File: src/rtl/sc_fifo_ex.sv
// Single-clock FIFO with normal or show-ahead read, registered flags and sticky error flags.
// Define SC_FIFO_STAT_EN to add the peak_usedw high-water mark and its stat_clr input.
module sc_fifo_ex #(
    parameter int unsigned LOG2N      = 6,
    parameter int unsigned N          = (1 << LOG2N),
    parameter int unsigned DATA_WIDTH = 32,
    parameter int unsigned SHOWAHEAD  = 0,
    parameter int unsigned AF_LEVEL   = N - 4,
    parameter int unsigned AE_LEVEL   = 4
) (
    input  logic                  clock,
    input  logic                  sclr,
    input  logic [DATA_WIDTH-1:0] data,
    input  logic                  wrreq,
    input  logic                  rdreq,
    output logic [DATA_WIDTH-1:0] q,
    output logic [LOG2N:0]        usedw,
    output logic                  full,
    output logic                  empty,
    output logic                  almost_full,
    output logic                  almost_empty,
    output logic                  overflow,
    output logic                  underflow
`ifdef SC_FIFO_STAT_EN
    ,
    input  logic                  stat_clr,
    output logic [LOG2N:0]        peak_usedw
`endif
);

    localparam int unsigned PW = LOG2N + 1;
    localparam logic [PW-1:0] Depth   = PW'(N);
    localparam logic [PW-1:0] AfLevel = PW'(AF_LEVEL);
    localparam logic [PW-1:0] AeLevel = PW'(AE_LEVEL);

    logic [DATA_WIDTH-1:0] mem [N];

    logic [PW-1:0]         wr_ptr_q, wr_ptr_d;
    logic [PW-1:0]         rd_ptr_q, rd_ptr_d;
    logic [PW-1:0]         usedw_q, usedw_d;
    logic [DATA_WIDTH-1:0] q_q;
    logic                  full_q, empty_q, af_q, ae_q, ovf_q, unf_q;
    logic                  empty_d;
    logic                  wr_acc, rd_acc, ram_rd;

    always_comb begin
        wr_acc   = wrreq && !full_q;
        rd_acc   = rdreq && !empty_q;
        wr_ptr_d = wr_ptr_q + PW'(wr_acc);
        rd_ptr_d = rd_ptr_q + PW'(ram_rd);
        usedw_d  = usedw_q;
        case ({wr_acc, rd_acc})
            2'b10:   usedw_d = usedw_q + PW'(1);
            2'b01:   usedw_d = usedw_q - PW'(1);
            default: usedw_d = usedw_q;
        endcase
    end

    if (SHOWAHEAD != 0) begin : g_showahead
        // A word becomes fetchable one cycle after its write edge, so q shows it two edges later.
        logic [PW-1:0] wr_vis_q;

        always_ff @(posedge clock) begin
            if (sclr) begin
                wr_vis_q <= '0;
            end else begin
                wr_vis_q <= wr_ptr_q;
            end
        end

        // Refill the prefetch register whenever it is free or being acknowledged.
        assign ram_rd  = (rd_ptr_q != wr_vis_q) && (empty_q || rd_acc);
        assign empty_d = !(ram_rd || (!empty_q && !rd_acc));
    end else begin : g_normal
        assign ram_rd  = rd_acc;
        assign empty_d = (usedw_d == '0);
    end

    always_ff @(posedge clock) begin
        if (wr_acc && !sclr) begin
            mem[wr_ptr_q[LOG2N-1:0]] <= data;
        end
    end

    always_ff @(posedge clock) begin
        if (sclr) begin
            q_q <= '0;
        end else if (ram_rd) begin
            q_q <= mem[rd_ptr_q[LOG2N-1:0]];
        end
    end

    always_ff @(posedge clock) begin
        if (sclr) begin
            wr_ptr_q <= '0;
            rd_ptr_q <= '0;
            usedw_q  <= '0;
            full_q   <= 1'b0;
            empty_q  <= 1'b1;
            af_q     <= 1'b0;
            ae_q     <= (AeLevel != '0);
            ovf_q    <= 1'b0;
            unf_q    <= 1'b0;
        end else begin
            wr_ptr_q <= wr_ptr_d;
            rd_ptr_q <= rd_ptr_d;
            usedw_q  <= usedw_d;
            full_q   <= (usedw_d == Depth);
            empty_q  <= empty_d;
            af_q     <= (usedw_d >= AfLevel);
            ae_q     <= (usedw_d < AeLevel);
            ovf_q    <= ovf_q || (wrreq && full_q);
            unf_q    <= unf_q || (rdreq && empty_q);
        end
    end

`ifdef SC_FIFO_STAT_EN
    logic [PW-1:0] peak_q, peak_d;

    always_comb begin
        peak_d = peak_q;
        if (stat_clr) begin
            peak_d = usedw_d;
        end else if (usedw_d > peak_q) begin
            peak_d = usedw_d;
        end
    end

    always_ff @(posedge clock) begin
        if (sclr) begin
            peak_q <= '0;
        end else begin
            peak_q <= peak_d;
        end
    end

    assign peak_usedw = peak_q;
`endif

    assign q            = q_q;
    assign usedw        = usedw_q;
    assign full         = full_q;
    assign empty        = empty_q;
    assign almost_full  = af_q;
    assign almost_empty = ae_q;
    assign overflow     = ovf_q;
    assign underflow    = unf_q;

endmodule

File: config.mk
export PLATFORM = sky130hd
export DESIGN_NAME = sc_fifo_ex
export DESIGN_NICKNAME = d
export VERILOG_FILES = /design/src/rtl/sc_fifo_ex.sv
export SDC_FILE = /design/constraint.sdc
export NUM_CORES = 2
export LEC_CHECK = 0
export ABC_AREA = 1
export CAP_MARGIN = 20
export CORE_MARGIN = 1
export CORE_UTILIZATION = 63
export DETAILED_ROUTE_END_ITERATION = 6
export HOLD_SLACK_MARGIN = 0.1
export PLACE_DENSITY_LB_ADDON = 0.15
export SETUP_SLACK_MARGIN = 0.3
export SYNTH_ARGS = -nofsm -noshare
export SYNTH_HDL_FRONTEND = slang
export SYNTH_SLANG_ARGS = --single-unit
File: constraint.sdc
create_clock -name clock -period 4.3 [get_ports clock]
set_clock_uncertainty 0.05 [all_clocks]
set_input_delay 0.86 -clock clock [delete_from_list [all_inputs] [get_ports clock]]
set_output_delay 0.86 -clock clock [all_outputs]
set_load 0.02 [all_outputs]
==> flow_summary.json <==
{
  "ctsHoldBuffers": 0,
  "grt_pass1_wl_mm": 321,
  "crit_arrival_ns": 2.26,
  "p_leak_nw": 30.1,
  "die_x_um": 365,
  "path_clk_slew_ns": 0.06,
  "holdCritPathClass": "input pin to register",
  "slew_violations": 0,
  "fmax_mhz": 315,
  "crit_chain": "clkdlybuf4s50_1",
  "multiInputGateArea_mm2": 0.0184,
  "max_stage_delay_ns": 0.73,
  "grt_max_degree": 211,
  "rsz0062_at_grt": "no",
  "io_pins": 81,
  "die_area_mm2": 0.133,
  "syn_inst": 6427,
  "synth.top_cell.area_share_pct": 74.2,
  "synth-compound-area-share_pct": 11.0,
  "synth_area_leaders": "edfxtp_1 (74%), nor2_1 (6.4%), o21ai_0 (6.0%)",
  "vias": 53800,
  "clockBufferDepth": 3,
  "clk_latency_ns": 0.82,
  "syn_area_per_cell_um2": 12.9,
  "cts_max_level": 4,
  "firstDrtPassIters": 6,
  "wl_per_cell_um": 26.1,
  "fp.coreArea_mm2": 0.130,
  "seq_area_frac_synth_pct": 75.6,
  "cts_setup_buffers": 0,
  "critPathRequiredTime_ns": 3.39,
  "worst_path_max_delay_cell": "clkdlybuf4s50_1",
  "layout.nets": 6513,
  "finalSetupTns_ns": 0,
  "status": "finished, final reports clean",
  "place.gp.congestion": 0.884,
  "relSlewSlack_pct": 25.0,
  "place_inst": 8007,
  "hp-start": "data[25]",
  "ys_types": 34,
  "total_power_mw": 42.7,
  "post_synth_mux_area_share_pct": 0,
  "rows": 132,
  "seq_area_mm2": 0.0627,
  "grt_pass1_vias": 50500,
  "ys_seq_elements": 2105,
  "cts_resized": 0,
  "io_buffer_count": 80,
  "crit_type": "register to output port",
  "fillCellCount": 8491,
  "synth_top_area_cell": "edfxtp_1",
  "cts_tree": "yes",
  "dp_hpwl_mm": 123,
  "antenna_found_initial": 9,
  "irDropWorstVdd_v": 0.000348,
  "start_kind": "register",
  "die_h_um": 365,
  "yosys_warnings": 0,
  "synthesis.nets": 6468,
  "drtAntennaViolNets": 0,
  "instances_no_fill": 8375,
  "detail_route.drc_violations": 0,
  "synth_xor_area_share_pct": 0.0317,
  "drtIter0Drc": 7331,
  "crit_family": "buffers and inverters",
  "cap_violations": 0,
  "drt_wl_total_mm": 219,
  "finalHoldViolCount": 0,
  "syn2layout_area_growth_pct": 12.0,
  "synth_top_family_by_area": "compound AO/OA/AOI/OAI gates",
  "worst_pin_slew_ns": 1.13,
  "yosys.area_share.adder_pct": 0.0755,
  "path_buf_inv": 1,
  "cts-root-buf": "clkbuf_16",
  "setup_viol": 0,
  "start_util_pct": 63.8,
  "grtUsageTotal_pct": 33.0,
  "numCtsBuffers": 196,
  "end_kind": "output port",
  "drive_gt1_share_pct": 9.09,
  "utilization_pct": 71.4,
  "post-route-period-util_pct": 73.8,
  "grt_overflow_total": 0,
  "crit_path_max_fanout": 2,
  "power.density_mw_per_mm2": 460,
  "fin_crit_ns": 3.17,
  "yosys.area_share.simple_pct": 10.4,
  "holdWs_ns": 0.353,
  "cp-startpoint": "q[12]$_SDFFE_PP0P_",
  "routed_via_density": 6.42,
  "synth_area_mm2": 0.0829,
  "cts.sinks": 2105,
  "r2r-start": "rd_ptr_q[0]$_SDFF_PP0_"
}
power breakdown:
| group | internal, mW | switching (mW) | total [mW] |
|---|---|---|---|
| Clock | 9.59 | 7.29 | 16.9 |
| Sequential | 22.6 | 0.138 | 22.7 |
| Combinational | 0.829 | 2.26 | 3.09 |
sequential cells by signal, indices dropped and copies added, names as in the netlist:
name / flops
underflow: 1
usedw: 7
rd_ptr_q: 6
mem: 2048
almost_full: 1
almost_empty: 1
empty: 1
wr_ptr_q: 6
overflow: 1
q: 32
full: 1
cells by family after synthesis:
logic type | after synthesis
adder cells (fa/ha/maj) | 5
AO/OA/AOI/OAI | 1640
XOR/XNOR | 3
flip-flops | 2105
AND/OR/NAND/NOR | 2153
buffers and inverters | 521
worst register-to-register path, cell delays in order, from the launching register on:
cell	delay, ns
dfxtp_4	0.63
buf_12	0.57
o21ai_0	0.55
o211ai_1	0.23
o211ai_1	0.18
nand2_1	0.23
nand3_1	0.23
nand3_1	0.20
nand2_1	0.06
inv_1	0.04
metal layers:
metal	global-route usage [%]	vias to the layer above	share of wire [%]
li1	-	23800	-
met1	47.2	26400	39
met2	50.6	3190	46
met3	6.19	424	11
met4	13.5	6	3.8
met5	0	-	0.022
placed cells by master (no fill, tap or decap), types with 47 or more instances in the layout:
cell type	synthesis	layout
o21ai_0	996	996
nand2_1	349	349
clkdlybuf4s50_1	0	47
o21ai_1	48	48
nand3_1	333	333
nor2_4	1	66
a21oi_1	101	101
buf_12	0	69
o22ai_1	238	238
dfxtp_1	57	52
buf_4	29	146
edfxtp_1	2048	2048
inv_1	68	67
o211ai_1	252	252
nor2_1	1412	1348
clkbuf_1	230	47
clkbuf_16	0	206
area by class of cell:
cell class / count / area share [%]
Antenna cell: 1 / 0.00269
Clock buffer: 256 / 5.79
Clock inverter: 102 / 0.901
Inverter: 73 / 0.337
Multi-Input combinational cell: 3801 / 19.8
Sequential cell: 2105 / 67.5
Tap cell: 1742 / 2.35
Timing Repair Buffer: 295 / 3.35
Yosys cell counts:
master,instances
edfxtp_1,2048
nor2_1,1412
o21ai_0,996
nand2_1,349
nand3_1,333
o211ai_1,252
o22ai_1,238
clkbuf_1,230
buf_2,138
a21oi_1,101
inv_1,68
dfxtp_1,57
o21ai_1,48
nand4_1,43
buf_1,36
buf_4,29
buf_6,14
ha_1,5
or2_2,5
o221ai_1,4
xnor2_1,3
clkinv_1,2
inv_2,2
nand3b_1,2
nor2_2,2
nor3_1,2
a31oi_1,1
clkbuf_2,1
inv_4,1
nand2_2,1
nor2_4,1
nor3_2,1
or2_0,1
or2_1,1
stage by stage:
step | instance area [um^2] | setup WS (ns)
floorplan | 82900 | 0.633
global placement | 86400 | 0.896
CTS | 92700 | 1.16
global route | 92900 | 1.11
detailed placement | 86500 | 0.970
finish | 92900 | 1.13
worst paths after layout:
check,endpoint,slack [ns],cells after the start
setup reg to reg,q[26]$_SDFFE_PP0P_,1.28,9
hold reg to reg,overflow$_SDFF_PP0_,0.43,2
hold / removal,mem[23][25]$_DFFE_PP_,0.35,1
setup / recovery,q[12],1.13,1
(Power assumes the default switching activity.)
